--- src/rtl/id_ex_skid_reg_if.sv ---
// Bundle for the ID/EX skid register: decode-side handshake and payload,
// execute-side handshake and payload, back-pressure counter and FSM state.
//
// Handshake: a beat moves across a side on a rising edge exactly when valid
// and ready are both high there; a source raising valid keeps its payload
// stable until that edge, and ready never depends combinationally on valid.
interface id_ex_skid_reg_if #(
   parameter int DATA_W = 32,
   parameter int RD_W   = 5,
   parameter int OP_W   = 4,
   parameter int CNT_W  = 16
);
   // decode side
   logic              in_valid;
   logic              in_ready;
   logic [OP_W-1:0]   alu_opcode;
   logic              reg_flag;
   logic [RD_W-1:0]   rd;
   logic [DATA_W-1:0] rs1;
   logic [DATA_W-1:0] rs2;
   logic [DATA_W-1:0] immidiate_data;
   logic              reg_wr_en;
   logic              imm_sel;

   // execute side
   logic              out_valid;
   logic              out_ready;
   logic [OP_W-1:0]   alu_opout;
   logic              flag_out;
   logic [RD_W-1:0]   rd_out;
   logic [DATA_W-1:0] op1;
   logic [DATA_W-1:0] op2;
   logic [DATA_W-1:0] data;
   logic              reg_wr_en_out;

   // status
   logic [CNT_W-1:0]  stall_cnt;
   logic [1:0]        dbg_state;

   // Environment view: drives decode side, consumes execute side.
   modport master (
      output in_valid, alu_opcode, reg_flag, rd, rs1, rs2, immidiate_data,
             reg_wr_en, imm_sel, out_ready,
      input  in_ready, out_valid, alu_opout, flag_out, rd_out, op1, op2, data,
             reg_wr_en_out, stall_cnt, dbg_state
   );

   // Pipeline register view.
   modport slave (
      input  in_valid, alu_opcode, reg_flag, rd, rs1, rs2, immidiate_data,
             reg_wr_en, imm_sel, out_ready,
      output in_ready, out_valid, alu_opout, flag_out, rd_out, op1, op2, data,
             reg_wr_en_out, stall_cnt, dbg_state
   );
endinterface

--- src/rtl/id_ex_skid_reg.sv ---
// ID/EX pipeline register with a one-entry skid buffer.
// "main" drives the execute side; "skid" catches a beat accepted while the
// consumer stalls, so in_ready can come from a flop instead of out_ready.
// flush kills both entries; rst additionally clears payload and stall_cnt.
module id_ex_skid_reg #(
   parameter int DATA_W = 32,
   parameter int RD_W   = 5,
   parameter int OP_W   = 4,
   parameter int CNT_W  = 16
) (
   input logic             clk,
   input logic             rst,
   input logic             flush,
   id_ex_skid_reg_if.slave bus
);

   typedef enum logic [1:0] {
      S_EMPTY = 2'd0,
      S_ONE   = 2'd1,
      S_TWO   = 2'd2
   } state_t;

   state_t            r_state;
   state_t            w_state_nxt;
   logic              r_in_ready;

   logic [OP_W-1:0]   r_main_op;
   logic              r_main_flag;
   logic [RD_W-1:0]   r_main_rd;
   logic [DATA_W-1:0] r_main_op1;
   logic [DATA_W-1:0] r_main_op2;
   logic [DATA_W-1:0] r_main_data;
   logic              r_main_wr;

   logic [OP_W-1:0]   r_skid_op;
   logic              r_skid_flag;
   logic [RD_W-1:0]   r_skid_rd;
   logic [DATA_W-1:0] r_skid_op1;
   logic [DATA_W-1:0] r_skid_op2;
   logic [DATA_W-1:0] r_skid_data;
   logic              r_skid_wr;

   logic [CNT_W-1:0]  r_stall_cnt;

   logic              w_main_valid;
   logic              w_skid_valid;
   logic              w_accept;
   logic              w_transfer;
   logic              w_load_main_in;
   logic              w_load_skid_in;
   logic              w_load_main_skid;
   logic [DATA_W-1:0] w_in_op2;
   logic              w_stall;

   // Valid bits follow directly from the state; skid-without-main cannot be encoded.
   assign w_main_valid = (r_state != S_EMPTY);
   assign w_skid_valid = (r_state == S_TWO);
   assign w_accept     = bus.in_valid & r_in_ready;
   assign w_transfer   = w_main_valid & bus.out_ready;
   assign w_in_op2     = bus.imm_sel ? bus.immidiate_data : bus.rs2;
   assign w_stall      = w_main_valid & ~bus.out_ready;

   // Next state and payload load selects; flush discards this cycle's moves.
   always_comb begin
      w_state_nxt      = r_state;
      w_load_main_in   = 1'b0;
      w_load_skid_in   = 1'b0;
      w_load_main_skid = 1'b0;
      case (r_state)
         S_EMPTY: begin
            if (w_accept) begin
               w_state_nxt    = S_ONE;
               w_load_main_in = 1'b1;
            end
         end
         S_ONE: begin
            if (w_accept && w_transfer) begin
               w_load_main_in = 1'b1;
            end else if (w_accept) begin
               w_state_nxt    = S_TWO;
               w_load_skid_in = 1'b1;
            end else if (w_transfer) begin
               w_state_nxt    = S_EMPTY;
            end
         end
         S_TWO: begin
            if (w_transfer) begin
               w_state_nxt      = S_ONE;
               w_load_main_skid = 1'b1;
            end
         end
         default: w_state_nxt = S_EMPTY;
      endcase
      if (flush) begin
         w_state_nxt      = S_EMPTY;
         w_load_main_in   = 1'b0;
         w_load_skid_in   = 1'b0;
         w_load_main_skid = 1'b0;
      end
   end

   // State register; in_ready is registered from the next state.
   always_ff @(posedge clk) begin
      if (rst) begin
         r_state    <= S_EMPTY;
         r_in_ready <= 1'b1;
      end else begin
         r_state    <= w_state_nxt;
         r_in_ready <= (w_state_nxt != S_TWO);
      end
   end

   // Main entry: loads from the input or is refilled from skid.
   always_ff @(posedge clk) begin
      if (rst) begin
         r_main_op   <= '0;
         r_main_flag <= 1'b0;
         r_main_rd   <= '0;
         r_main_op1  <= '0;
         r_main_op2  <= '0;
         r_main_data <= '0;
         r_main_wr   <= 1'b0;
      end else if (w_load_main_in) begin
         r_main_op   <= bus.alu_opcode;
         r_main_flag <= bus.reg_flag;
         r_main_rd   <= bus.rd;
         r_main_op1  <= bus.rs1;
         r_main_op2  <= w_in_op2;
         r_main_data <= bus.immidiate_data;
         r_main_wr   <= bus.reg_wr_en;
      end else if (w_load_main_skid) begin
         r_main_op   <= r_skid_op;
         r_main_flag <= r_skid_flag;
         r_main_rd   <= r_skid_rd;
         r_main_op1  <= r_skid_op1;
         r_main_op2  <= r_skid_op2;
         r_main_data <= r_skid_data;
         r_main_wr   <= r_skid_wr;
      end
   end

   // Skid entry: catches the beat accepted while main is stalled.
   always_ff @(posedge clk) begin
      if (rst) begin
         r_skid_op   <= '0;
         r_skid_flag <= 1'b0;
         r_skid_rd   <= '0;
         r_skid_op1  <= '0;
         r_skid_op2  <= '0;
         r_skid_data <= '0;
         r_skid_wr   <= 1'b0;
      end else if (w_load_skid_in) begin
         r_skid_op   <= bus.alu_opcode;
         r_skid_flag <= bus.reg_flag;
         r_skid_rd   <= bus.rd;
         r_skid_op1  <= bus.rs1;
         r_skid_op2  <= w_in_op2;
         r_skid_data <= bus.immidiate_data;
         r_skid_wr   <= bus.reg_wr_en;
      end
   end

   // Saturating back-pressure counter; flush leaves it alone.
   always_ff @(posedge clk) begin
      if (rst) begin
         r_stall_cnt <= '0;
      end else if (w_stall && (r_stall_cnt != {CNT_W{1'b1}})) begin
         r_stall_cnt <= r_stall_cnt + {{(CNT_W-1){1'b0}}, 1'b1};
      end
   end

   assign bus.in_ready      = r_in_ready;
   assign bus.out_valid     = w_main_valid;
   assign bus.alu_opout     = r_main_op;
   assign bus.flag_out      = r_main_flag;
   assign bus.rd_out        = r_main_rd;
   assign bus.op1           = r_main_op1;
   assign bus.op2           = r_main_op2;
   assign bus.data          = r_main_data;
   // A bubble must never write the register file.
   assign bus.reg_wr_en_out = r_main_wr & w_main_valid;
   assign bus.stall_cnt     = r_stall_cnt;
   assign bus.dbg_state     = r_state;

   logic w_unused;
   assign w_unused = w_skid_valid;

endmodule

--- src/flat_wrapper.sv ---
// flat-port wrapper written by rule: the top's interface ports become plain ports
module id_ex_skid_reg_flat 
#(
   parameter int DATA_W = 32,
   parameter int RD_W   = 5,
   parameter int OP_W   = 4,
   parameter int CNT_W  = 16
)
  (clk, rst, flush, bus_in_valid, bus_alu_opcode, bus_reg_flag, bus_rd, bus_rs1, bus_rs2, bus_immidiate_data, bus_reg_wr_en, bus_imm_sel, bus_out_ready, bus_in_ready, bus_out_valid, bus_alu_opout, bus_flag_out, bus_rd_out, bus_op1, bus_op2, bus_data, bus_reg_wr_en_out, bus_stall_cnt, bus_dbg_state);
  id_ex_skid_reg_if #(.DATA_W(DATA_W), .RD_W(RD_W), .OP_W(OP_W), .CNT_W(CNT_W)) bus_i ();
  input logic clk;
  input logic rst;
  input logic flush;
  input wire logic [$bits(bus_i.in_valid)-1:0] bus_in_valid;
  input wire logic [$bits(bus_i.alu_opcode)-1:0] bus_alu_opcode;
  input wire logic [$bits(bus_i.reg_flag)-1:0] bus_reg_flag;
  input wire logic [$bits(bus_i.rd)-1:0] bus_rd;
  input wire logic [$bits(bus_i.rs1)-1:0] bus_rs1;
  input wire logic [$bits(bus_i.rs2)-1:0] bus_rs2;
  input wire logic [$bits(bus_i.immidiate_data)-1:0] bus_immidiate_data;
  input wire logic [$bits(bus_i.reg_wr_en)-1:0] bus_reg_wr_en;
  input wire logic [$bits(bus_i.imm_sel)-1:0] bus_imm_sel;
  input wire logic [$bits(bus_i.out_ready)-1:0] bus_out_ready;
  output wire logic [$bits(bus_i.in_ready)-1:0] bus_in_ready;
  output wire logic [$bits(bus_i.out_valid)-1:0] bus_out_valid;
  output wire logic [$bits(bus_i.alu_opout)-1:0] bus_alu_opout;
  output wire logic [$bits(bus_i.flag_out)-1:0] bus_flag_out;
  output wire logic [$bits(bus_i.rd_out)-1:0] bus_rd_out;
  output wire logic [$bits(bus_i.op1)-1:0] bus_op1;
  output wire logic [$bits(bus_i.op2)-1:0] bus_op2;
  output wire logic [$bits(bus_i.data)-1:0] bus_data;
  output wire logic [$bits(bus_i.reg_wr_en_out)-1:0] bus_reg_wr_en_out;
  output wire logic [$bits(bus_i.stall_cnt)-1:0] bus_stall_cnt;
  output wire logic [$bits(bus_i.dbg_state)-1:0] bus_dbg_state;
  assign bus_i.in_valid = bus_in_valid;
  assign bus_i.alu_opcode = bus_alu_opcode;
  assign bus_i.reg_flag = bus_reg_flag;
  assign bus_i.rd = bus_rd;
  assign bus_i.rs1 = bus_rs1;
  assign bus_i.rs2 = bus_rs2;
  assign bus_i.immidiate_data = bus_immidiate_data;
  assign bus_i.reg_wr_en = bus_reg_wr_en;
  assign bus_i.imm_sel = bus_imm_sel;
  assign bus_i.out_ready = bus_out_ready;
  assign bus_in_ready = bus_i.in_ready;
  assign bus_out_valid = bus_i.out_valid;
  assign bus_alu_opout = bus_i.alu_opout;
  assign bus_flag_out = bus_i.flag_out;
  assign bus_rd_out = bus_i.rd_out;
  assign bus_op1 = bus_i.op1;
  assign bus_op2 = bus_i.op2;
  assign bus_data = bus_i.data;
  assign bus_reg_wr_en_out = bus_i.reg_wr_en_out;
  assign bus_stall_cnt = bus_i.stall_cnt;
  assign bus_dbg_state = bus_i.dbg_state;
  id_ex_skid_reg #(.DATA_W(DATA_W), .RD_W(RD_W), .OP_W(OP_W), .CNT_W(CNT_W)) u_core (.clk(clk), .rst(rst), .flush(flush), .bus(bus_i));
endmodule
--- config.mk ---
export PLATFORM = sky130hd
export DESIGN_NAME = id_ex_skid_reg_flat
export DESIGN_NICKNAME = d
export VERILOG_FILES = /design/src/rtl/id_ex_skid_reg_if.sv /design/src/rtl/id_ex_skid_reg.sv /design/src/flat_wrapper.sv
export SDC_FILE = /design/constraint.sdc
export NUM_CORES = 1
export LEC_CHECK = 0
export ABC_AREA = 1
export BUFFER_PORTS_ARGS = -buffer_cell sky130_fd_sc_hd__buf_2
export CAP_MARGIN = 20
export CORE_MARGIN = 4
export CORE_UTILIZATION = 49
export DETAILED_ROUTE_END_ITERATION = 6
export PLACE_DENSITY = 0.77
export SLEW_MARGIN = 15
export SYNTH_ARGS = -nofsm -noshare
export SYNTH_HDL_FRONTEND = slang
export SYNTH_SLANG_ARGS = --single-unit
--- constraint.sdc ---
create_clock -name clk -period 1.85 [get_ports clk]
set_clock_uncertainty 0.15 [all_clocks]
set_input_delay 0.185 -clock clk [delete_from_list [all_inputs] [get_ports clk]]
set_output_delay 0.185 -clock clk [all_outputs]
set_load 0.03 [all_outputs]
### Word level (Yosys, flattened, before mapping)

Index checks and enable logic that the tools add are counted.

* flip-flop bits (word level): 233
* input bits: 113
* output and inout bits: 127

* $add $sub $neg: 1
* equal/unequal tests: 4
* muxes and demuxes: 32
* bitwise gates (word level): 5
* reductions and logical operators: 5

Operators with widths (number)
* two-way mux 32 bit: 7
* adder 16 x 1 -> 16 bit, second input constant: 1
* != test 16 bit, second input constant: 1
* two-way mux 1 bit: 13
* two-way mux 2 bit: 6
* two-way mux 5 bit: 2
* two-way mux 4 bit: 2
* case mux 2 bit (3 select lines): 1
* bitwise AND 1 bit: 4
* nonzero test 2 bit: 2
* == test 2 x 1 -> 1 bit, second input constant: 1
* == test 2 bit, second input constant: 1
* logical AND 1 bit: 2
* zero test 2 bit: 1
* != test 2 bit, second input constant: 1
* case mux 1 bit (2 select lines): 1
* NOT 1 bit: 1

### Depth between registers and ports, before layout

Gate-level depths: netlist of the first run.

* word-level depth: 8
* mapped depth: 11

### Least setup slack after synthesis of the first run

Ideal clock, no wire load.

* path kind: register to register
* start point: register u_core.r_stall_cnt[0] (netlist: u_core.bus.stall_cnt[0])
* end point: register u_core.r_stall_cnt[0] (netlist: u_core.bus.stall_cnt[0])
* data arrival time: 1746 ps
* setup slack: -161 ps
* stages on the path, launching flop included: 10
* path buffers: 1
* period minus slack after synthesis: 2011 ps
* cells stage by stage: dfxtp_1 ha_1 nand3_1 inv_1 nand2_1 o21ai_2 inv_1 buf_2 nor2_1 nor2_1

* cells in the longest elaborated chain, start to end: 2
* elaborated cells on any way between the ends: 3
* classes of those cells: add/sub: 1; eq/ne: 1; reduce/logical: 1

RTL lines
* from (decl): RTL line id_ex_skid_reg.sv:43 `logic [CNT_W-1:0] r_stall_cnt;`
* from (signal assigned): RTL line id_ex_skid_reg.sv:168 `r_stall_cnt <= r_stall_cnt + {{(CNT_W-1){1'b0}}, 1'b1};`
* parallel branches: the longest is 2 deep, another holds adder 16 x 1 -> 16 bit

Parallel ways; which one is timed is not known.
A chain may end at the register's enable or synchronous reset.

### Final worst setup path of the first run

* start point: register u_core.r_state[1] (netlist: u_core.bus.dbg_state[1])
* end point: register u_core.r_main_op2[7] (netlist: u_core.bus.op2[7])

* cells in the longest elaborated chain, start to end: 7
* elaborated cells on any way between the ends: 14
* classes of those cells: eq/ne: 2; mux: 7; bitwise: 1; reduce/logical: 4

RTL lines
* from (decl): RTL line id_ex_skid_reg.sv:23 `state_t r_state;`
* from (signal assigned): RTL line id_ex_skid_reg.sv:108 `r_state <= w_state_nxt;`
* nonzero test 2 bit: RTL line id_ex_skid_reg.sv:56 `assign w_main_valid = (r_state != S_EMPTY);`
* bitwise AND 1 bit: RTL line id_ex_skid_reg.sv:59 `assign w_transfer = w_main_valid & bus.out_ready;`
* logical AND 1 bit: RTL line id_ex_skid_reg.sv:77 `if (w_accept && w_transfer) begin`
* two-way mux 1 bit: RTL line id_ex_skid_reg.sv:77
* case mux 1 bit (2 select lines): RTL line id_ex_skid_reg.sv:69 `case (r_state)`
* two-way mux 1 bit: RTL line id_ex_skid_reg.sv:94 `if (flush) begin`
* two-way mux 32 bit or nonzero test 2 bit (tied branches)
* to (signal assigned): RTL line id_ex_skid_reg.sv:128 `r_main_op2 <= w_in_op2;`
* to (signal assigned): RTL line id_ex_skid_reg.sv:136 `r_main_op2 <= r_skid_op2;`
* to (decl): RTL line id_ex_skid_reg.sv:31 `logic [DATA_W-1:0] r_main_op2;`

Several ways; a longest one is shown, not always the timed one.

==> impl_metrics.xml, run 1 <==
<?xml version="1.0" encoding="UTF-8"?>
<metrics>
  <group name="detailed_routing">
    <metric name="detail_route.vias_per_cell" unit="">5.16</metric>
    <metric name="detailroute.via_count" unit="">10800</metric>
    <metric name="firstDrtPassIters" unit="">7</metric>
    <metric name="drt.antenna.violating_nets" unit="">0</metric>
    <metric name="wirelength_per_cell" unit="µm">14.9</metric>
    <metric name="drt-initial-drc-count" unit="">733</metric>
    <metric name="totalWireLength" unit="µm">31300</metric>
    <metric name="drc" unit="">0</metric>
  </group>
  <group name="sta">
    <metric name="unrepaired_setup_endpoints_after_global_routing" unit="">true</metric>
    <metric name="fin_crit" unit="ns">1.86</metric>
    <metric name="maxClockFrequency" unit="MHz">538</metric>
    <metric name="worst_pin_slew" unit="ns">0.437</metric>
    <metric name="final_setup_fails" unit="">2</metric>
    <metric name="hold_viol" unit="">0</metric>
    <metric name="finalWorstSetupSlack" unit="ns">-0.00918</metric>
    <metric name="post-route-period-util" unit="%">100</metric>
    <metric name="slew_headroom" unit="%">70.8</metric>
    <metric name="slew_viol_final" unit="">0</metric>
  </group>
  <group name="critical_path">
    <metric name="critical_path_data_arrival_time" unit="ns">2.11</metric>
    <metric name="rr_startpoint" unit="">u_core.bus.dbg_state[1]</metric>
    <metric name="endpoint_kind" unit="">flop</metric>
    <metric name="worstSetupStartpointType" unit="">flop</metric>
    <metric name="worst_setup_startpoint" unit="">u_core.bus.dbg_state[1]</metric>
    <metric name="path_class" unit="">reg -&gt; reg</metric>
    <metric name="crit_required" unit="ns">2.10</metric>
    <metric name="critical_path_peak_fanout" unit="">8</metric>
  </group>
  <group name="floorplanning">
    <metric name="floorplan.die.height" unit="µm">153</metric>
    <metric name="pin_count" unit="">240</metric>
    <metric name="die_w" unit="µm">153</metric>
    <metric name="core_area" unit="µm²">20500</metric>
    <metric name="initial_core_util" unit="%">50.3</metric>
    <metric name="dieArea" unit="µm²">23400</metric>
    <metric name="fp-row-count" unit="">52</metric>
  </group>
  <group name="grt">
    <metric name="first_pass_grt_wire_length" unit="µm">49400</metric>
    <metric name="grt_overflow_total" unit="">0</metric>
    <metric name="grt_start_max_net_pins" unit="">85</metric>
    <metric name="number_of_global_route_vias_before_repair" unit="">10000</metric>
    <metric name="grt_antenna_before_repair" unit="">0</metric>
    <metric name="grt_util_all_layers" unit="%">24.6</metric>
  </group>
  <group name="placement">
    <metric name="port-buffer-count" unit="">239</metric>
    <metric name="place.detailed.hpwl" unit="µm">18000</metric>
    <metric name="gp_congestion" unit="">0.878</metric>
  </group>
  <group name="cells_and_area">
    <metric name="final_common_cell" unit="">sky130_fd_sc_hd__nand2_1</metric>
    <metric name="drive_above_1_share" unit="%">19.4</metric>
    <metric name="syn_to_final_growth" unit="%">32.7</metric>
    <metric name="num_antenna_cells" unit="">0</metric>
    <metric name="final_core_utilization" unit="%">66.8</metric>
    <metric name="layout_common_cells" unit="">sky130_fd_sc_hd__nand2_1 (242), sky130_fd_sc_hd__buf_2 (239), sky130_fd_sc_hd__dfxtp_1 (227)</metric>
    <metric name="design.final.nets" unit="">1926</metric>
    <metric name="fillers" unit="">1713</metric>
  </group>
  <group name="synthesis">
    <metric name="yosysWarningCount" unit="">0</metric>
    <metric name="synth.ff_latch_count" unit="">233</metric>
    <metric name="synth_enable_flop_cells" unit="">0</metric>
    <metric name="synth-main-ff-cell" unit="">sky130_fd_sc_hd__dfxtp_1</metric>
    <metric name="ffs_w_async_s_r_synth" unit="%">0</metric>
    <metric name="yosysTopAreaCell" unit="">sky130_fd_sc_hd__dfxtp_1</metric>
    <metric name="synth.lib_cells_used.distinct" unit="">29</metric>
    <metric name="syn_area_per_cell" unit="µm²">6.76</metric>
    <metric name="yosysSeqAreaShare" unit="%">45.2</metric>
    <metric name="mappedNetlistNets" unit="">1640</metric>
    <metric name="ys_top_cells_by_area" unit="">sky130_fd_sc_hd__dfxtp_1 (45%), sky130_fd_sc_hd__a21oi_1 (11%), sky130_fd_sc_hd__nand2_1 (8.9%)</metric>
    <metric name="postSynthCellCount" unit="">1526</metric>
    <metric name="syn-cell-area" unit="µm²">10300</metric>
    <metric name="synth_top_area_share" unit="%">45.2</metric>
  </group>
  <group name="power">
    <metric name="share_clk_of_total_power" unit="%">39.4</metric>
    <metric name="power.share.combinational" unit="%">16.9</metric>
    <metric name="total_power" unit="µW">12300</metric>
    <metric name="vdd.ir_drop.worst" unit="mV">0.572</metric>
    <metric name="internal-power" unit="µW">8820</metric>
    <metric name="standby_leakage_power" unit="µW">0.00643</metric>
    <metric name="switching_share" unit="%">28.1</metric>
    <metric name="power_density" unit="nW/µm²">896</metric>
    <metric name="power.switching" unit="µW">3440</metric>
    <metric name="seqPwrFrac" unit="%">43.8</metric>
  </group>
  <group name="clock_network">
    <metric name="cts.path.max_buffers" unit="">3</metric>
    <metric name="cts-htree-levels" unit="">1</metric>
    <metric name="tritoncts" unit="">done</metric>
    <metric name="cts-root-buf" unit="">sky130_fd_sc_hd__clkbuf_16</metric>
    <metric name="worst_skew_pair.late_latency" unit="ns">0.51</metric>
    <metric name="clk_pin_slew_worst_paths" unit="ns">0.06</metric>
    <metric name="clock_sinks" unit="">233</metric>
    <metric name="tritoncts.num_buffers" unit="">25</metric>
  </group>
  <group name="status">
    <metric name="outcome" unit="">complete, but fails checks</metric>
    <metric name="failed_checks" unit="">negative setup slack</metric>
  </group>
  <group name="worst_hold_path">
    <metric name="holdCritStartpoint" unit="">bus_rs2[23]</metric>
    <metric name="hold_class" unit="">in -&gt; reg</metric>
  </group>
  <group name="run">
    <metric name="cap_violations" unit="">0</metric>
  </group>
</metrics>
[sequential cells by signal, summed over array words and instances (netlist names), 2 cells and up]
register	flops
u_core.bus.op2	32
u_core.bus.op1	32
u_core.bus.stall_cnt	16
u_core.bus.data	32
u_core.bus.alu_opout	4
u_core.bus.rd_out	5
u_core.bus.dbg_state	2
u_core.r_skid_data	32
u_core.r_skid_rd	5
u_core.r_skid_op2	32
u_core.r_skid_op	4
u_core.r_skid_op1	32
[layer usage]
metal	global-route usage [%]	up-vias	routed length, µm
met5	0	-	0
met4	10.2	0	1230
met3	4.92	81	2170
met2	41.4	401	14900
met1	31.0	4942	13000
li1	-	5407	-
[metrics by stage]
stage                     setup TNS [ns]  cell area (µm²)  hold WS [ns]  setup WS, ns  std cells
after floorplan                        0            10300         0.104       0.00536       1526
after global placement                 0            11800         0.287        0.0852       1961
after detailed placement         -0.0219            11800         0.292       -0.0149       1961
after CTS                              0            13500      0.000743        0.0112       2092
after global routing               -3.47            13700       0.00516       -0.0733       2099
final                            -0.0166            13700       0.00286      -0.00918       2099
[worst paths after layout]
path,to,slack [ns],cells after the start
setup / recovery,u_core.bus.op2[7],-0.009,10
hold / removal,u_core.r_skid_op2[23],0.003,5
setup reg to reg,u_core.bus.op2[7],-0.009,10
hold reg to reg,u_core.r_skid_op1[26],0.30,2
[synthesized netlist by cell type, drive strengths merged (2+ instances only)]
cell,number
inv,203
buf,47
a21oi,228
clkbuf,58
o21ai,220
xnor2,4
nand4,4
nor2,231
xor2,2
nand3,40
dfxtp,233
nand2,250
[layout make-up]
class                   count  area [µm²]  share of cell area, %
flip-flops and latches    233        4680                   34.2
repair inverters            1        7.51                 0.0548
inverters                 203         768                   5.61
well taps                 270         338                   2.47
repair buffers            363        2610                   19.1
clock inverters             7        62.6                  0.457
multi-input cells         985        4500                   32.9
clock buffers              37         722                   5.27
[power by group through the flow]
stage / registers (µW) / clock network [µW] / logic [µW]
6_report: 5370 / 4830 / 2070
5_1_grt: 5390 / 5160 / 2260
4_1_cts: 5360 / 4900 / 1990
3_5_place_dp: 5470 / 0 / 1810
3_3_place_gp: 5470 / 0 / 1790
2_1_floorplan: 5810 / 0 / 863
[worst max-delay path: stages (launching register included)]
cell and delay, ns:
sky130_fd_sc_hd__dfxtp_2 0.35, sky130_fd_sc_hd__nor2_4 0.15, sky130_fd_sc_hd__nand2_1 0.15, sky130_fd_sc_hd__nand2_2 0.13, sky130_fd_sc_hd__nor2_4 0.05, sky130_fd_sc_hd__nor2_4 0.18
sky130_fd_sc_hd__buf_8 0.18, sky130_fd_sc_hd__buf_12 0.14, sky130_fd_sc_hd__nand2_1 0.06, sky130_fd_sc_hd__nor2_1 0.14, sky130_fd_sc_hd__nor2_1 0.05
[logic make-up after synthesis]
logic type | count (synthesis) | share of synthesized area [%]
flops | 233 | 45.2
compound gates | 451 | 22.0
simple gates | 527 | 20.1
fa+ha+maj | 1 | 0.121
xor+xnor | 6 | 0.509
buf+inv | 308 | 12.0
[timing repair]
item                                    4_1_cts  5_1_grt
hold buffers                                 83        0
gates resized for setup                       2       36
cloned                                        1        6
endpoints found under the setup margin       13      116
pin swaps                                     1        8
hold endpoints to repair                    171        0
buffers inserted                              3        2
Power figures use the tool's default switching activity.
==> run 2, diff against run 1 <==
--- a/config.mk
+++ b/config.mk
@@ -9,9 +9,9 @@
 export BUFFER_PORTS_ARGS = -buffer_cell sky130_fd_sc_hd__buf_2
 export CAP_MARGIN = 20
 export CORE_MARGIN = 4
-export CORE_UTILIZATION = 49
+export CORE_UTILIZATION = 54
 export DETAILED_ROUTE_END_ITERATION = 6
-export PLACE_DENSITY = 0.77
+export PLACE_DENSITY = 0.8
 export SLEW_MARGIN = 15
 export SYNTH_ARGS = -nofsm -noshare
 export SYNTH_HDL_FRONTEND = slang
==> constraint.sdc (replaced) <==
create_clock -name clk -period 2.05 [get_ports clk]
set_clock_uncertainty 0.15 [all_clocks]
set_input_delay 0.205 -clock clk [delete_from_list [all_inputs] [get_ports clk]]
set_output_delay 0.205 -clock clk [all_outputs]
set_load 0.03 [all_outputs]
==> run 2 against run 1 <==
- the run now ends clean
- sequential share of layout area rose by 0.89 points
- global-route usage rose by 1.9 points
- combinational power fell by 14%
- worst setup slack improved by 0.13 ns
- die area fell by 8.8%
- critical path depth fell by 3
- sequential power fell by 9.7%
- fmax fell by 3.5%
- flip-flop and latch count did not move
- final cell count fell by 2.6%
- largest cell class unchanged
==> impl_metrics.xml, run 2 (same netlist as run 1, synthesis figures left out) <==
<?xml version="1.0" encoding="UTF-8"?>
<metrics>
  <group name="detailed_routing">
    <metric name="drc" unit="">0</metric>
    <metric name="drt-initial-drc-count" unit="">571</metric>
    <metric name="wirelength_per_cell" unit="µm">14.5</metric>
    <metric name="drt.antenna.violating_nets" unit="">0</metric>
    <metric name="detailroute.via_count" unit="">10800</metric>
    <metric name="detail_route.vias_per_cell" unit="">5.28</metric>
    <metric name="totalWireLength" unit="µm">29700</metric>
    <metric name="firstDrtPassIters" unit="">5</metric>
  </group>
  <group name="grt">
    <metric name="first_pass_grt_wire_length" unit="µm">48900</metric>
    <metric name="grt_overflow_total" unit="">0</metric>
    <metric name="grt_start_max_net_pins" unit="">119</metric>
    <metric name="grt_util_all_layers" unit="%">26.5</metric>
    <metric name="number_of_global_route_vias_before_repair" unit="">10300</metric>
    <metric name="grt_antenna_before_repair" unit="">1</metric>
  </group>
  <group name="power">
    <metric name="power.share.combinational" unit="%">16.3</metric>
    <metric name="share_clk_of_total_power" unit="%">39.4</metric>
    <metric name="vdd.ir_drop.worst" unit="mV">0.625</metric>
    <metric name="power.switching" unit="µW">3060</metric>
    <metric name="seqPwrFrac" unit="%">44.3</metric>
    <metric name="standby_leakage_power" unit="µW">0.00631</metric>
    <metric name="internal-power" unit="µW">7890</metric>
    <metric name="power_density" unit="nW/µm²">823</metric>
    <metric name="switching_share" unit="%">27.9</metric>
  </group>
  <group name="sta">
    <metric name="totalNegativeSetupSlack" unit="ns">0</metric>
    <metric name="maxClockFrequency" unit="MHz">519</metric>
    <metric name="hold_viol" unit="">0</metric>
    <metric name="slew_viol_final" unit="">0</metric>
    <metric name="slew_headroom" unit="%">66.1</metric>
    <metric name="post-route-period-util" unit="%">94.0</metric>
    <metric name="fin_crit" unit="ns">1.93</metric>
    <metric name="finalWorstSetupSlack" unit="ns">0.123</metric>
    <metric name="unrepaired_setup_endpoints_after_global_routing" unit="">false</metric>
    <metric name="worst_pin_slew" unit="ns">0.508</metric>
    <metric name="final_setup_fails" unit="">0</metric>
  </group>
  <group name="worst_hold_path">
    <metric name="holdPathStages" unit="">5</metric>
    <metric name="hold_class" unit="">in -&gt; reg</metric>
    <metric name="worst_hold_path.endpoint" unit="">u_core.r_skid_op2[29]</metric>
    <metric name="holdCritStartpoint" unit="">bus_rs2[29]</metric>
  </group>
  <group name="clock_network">
    <metric name="total_setup_buffers_inserted_after_cts" unit="">0</metric>
    <metric name="tritoncts" unit="">done</metric>
    <metric name="clock_sinks" unit="">233</metric>
    <metric name="cts-htree-levels" unit="">1</metric>
    <metric name="cts-root-buf" unit="">sky130_fd_sc_hd__clkbuf_16</metric>
    <metric name="cts.repair.resized" unit="">0</metric>
    <metric name="tritoncts.num_buffers" unit="">25</metric>
    <metric name="cts.path.max_buffers" unit="">3</metric>
    <metric name="worst_skew_pair.late_latency" unit="ns">0.51</metric>
    <metric name="clk_pin_slew_worst_paths" unit="ns">0.06</metric>
  </group>
  <group name="cells_and_area">
    <metric name="drive_above_1_share" unit="%">17.8</metric>
    <metric name="combined_flip_flop_and_latch_cell_area" unit="µm²">4660</metric>
    <metric name="syn_to_final_growth" unit="%">29.0</metric>
    <metric name="layout_common_cells" unit="">sky130_fd_sc_hd__nand2_1 (246), sky130_fd_sc_hd__buf_2 (239), sky130_fd_sc_hd__dfxtp_1 (233)</metric>
    <metric name="fillers" unit="">1532</metric>
    <metric name="multi_input_area" unit="µm²">4430</metric>
    <metric name="design.final.nets" unit="">1908</metric>
    <metric name="num_antenna_cells" unit="">0</metric>
    <metric name="final_common_cell" unit="">sky130_fd_sc_hd__nand2_1</metric>
  </group>
  <group name="critical_path">
    <metric name="regToRegEndpoint" unit="">u_core.r_skid_op2[3]</metric>
    <metric name="endpoint_kind" unit="">flop</metric>
    <metric name="crit_required" unit="ns">2.27</metric>
    <metric name="rr_startpoint" unit="">u_core.bus.dbg_state[0]</metric>
    <metric name="reg2regPathDepth" unit="">7</metric>
    <metric name="path_class" unit="">reg -&gt; reg</metric>
    <metric name="critical_path_data_arrival_time" unit="ns">2.15</metric>
    <metric name="worst_setup_startpoint" unit="">u_core.bus.dbg_state[0]</metric>
    <metric name="worstSetupStartpointType" unit="">flop</metric>
    <metric name="critical_path_peak_fanout" unit="">118</metric>
    <metric name="r2r_slack" unit="ns">0.12</metric>
  </group>
  <group name="status">
    <metric name="outcome" unit="">finished clean</metric>
  </group>
  <group name="floorplanning">
    <metric name="die_w" unit="µm">146</metric>
    <metric name="fp-row-count" unit="">50</metric>
    <metric name="pin_count" unit="">240</metric>
    <metric name="core_area" unit="µm²">18800</metric>
    <metric name="initial_core_util" unit="%">55.0</metric>
    <metric name="dieArea" unit="µm²">21400</metric>
    <metric name="floorplan.die.height" unit="µm">146</metric>
  </group>
  <group name="placement">
    <metric name="pre_cts_slack" unit="ns">0.213</metric>
    <metric name="place.detailed.hpwl" unit="µm">17600</metric>
    <metric name="port-buffer-count" unit="">239</metric>
    <metric name="gp_congestion" unit="">0.836</metric>
  </group>
  <group name="run">
    <metric name="cap_violations" unit="">0</metric>
  </group>
</metrics>
run 2: changes by cell type in the layout (fill, tap and decap cells not counted), sizes merged:
cell,change
buf,-9
clkinv,-1
inv,+2
bufinv,-1
clkbuf,-2
clkinvlp,-3
dlygate4sd3,-4
run 2: repair_timing:
item,4_1_cts,5_1_grt
hold buffers,79,0
endpoints found under the setup margin,0,0
hold endpoints to repair,164,0
run 2: per-stage QoR:
step                std cells  power [µW]  hold slack (ns)  utilization [%]  area [µm²]
floorplan                1526        6020            0.124                -       10300
global placement         1922        6550            0.286             62.5       11700
detailed placement       1922        6580            0.291             62.5       11700
CTS                      2045       11000          0.00798             70.9       13300
global route             2045       11400           0.0306             70.9       13300
finish                   2045       11000           0.0173             70.9       13300
run 2: how the worst max path moves through the flow:
stage,end,cells after the start
after global routing,u_core.bus.stall_cnt[5],8
after global placement,u_core.bus.stall_cnt[14],8
after CTS,u_core.bus.stall_cnt[14],8
after detailed placement,u_core.bus.stall_cnt[14],8
after floorplan,u_core.bus.stall_cnt[0],9
final,u_core.r_skid_op2[3],7
run 2: cell type report:
class	count	area share, %
sequential	233	35.0
multi-input combinational	985	33.3
timing repair buffer	346	17.8
inverter	203	5.74
clock buffer	39	5.70
tap	234	2.20
clock inverter	5	0.216
run 2: power groups by stage:
stage                     Sequential, µW  Clock [µW]  Combinational [µW]
after floorplan                     5240           0                 779
after global placement              4940           0                1620
after detailed placement            4940           0                1640
after CTS                           4840        4380                1770
after global routing                4860        4610                1960
final                               4850        4320                1780
run 2: critical path: stages (launching register included):
cell	delay, ns
sky130_fd_sc_hd__dfxtp_1	0.36
sky130_fd_sc_hd__nor2_2	0.18
sky130_fd_sc_hd__inv_2	0.07
sky130_fd_sc_hd__a21oi_2	0.28
sky130_fd_sc_hd__nand2_8	0.09
sky130_fd_sc_hd__buf_12	0.22
sky130_fd_sc_hd__o21ai_0	0.27
sky130_fd_sc_hd__a21oi_1	0.08
run 2: per-layer routing:
metal,wire length [µm],up-vias,share of wire [%],global-route usage (%)
li1,-,5356,-,-
met1,12000,4899,40,33.2
met2,14200,440,48,45.1
met3,2300,96,7.8,5.09
met4,1180,2,4.0,10.9
met5,13,-,0.044,0
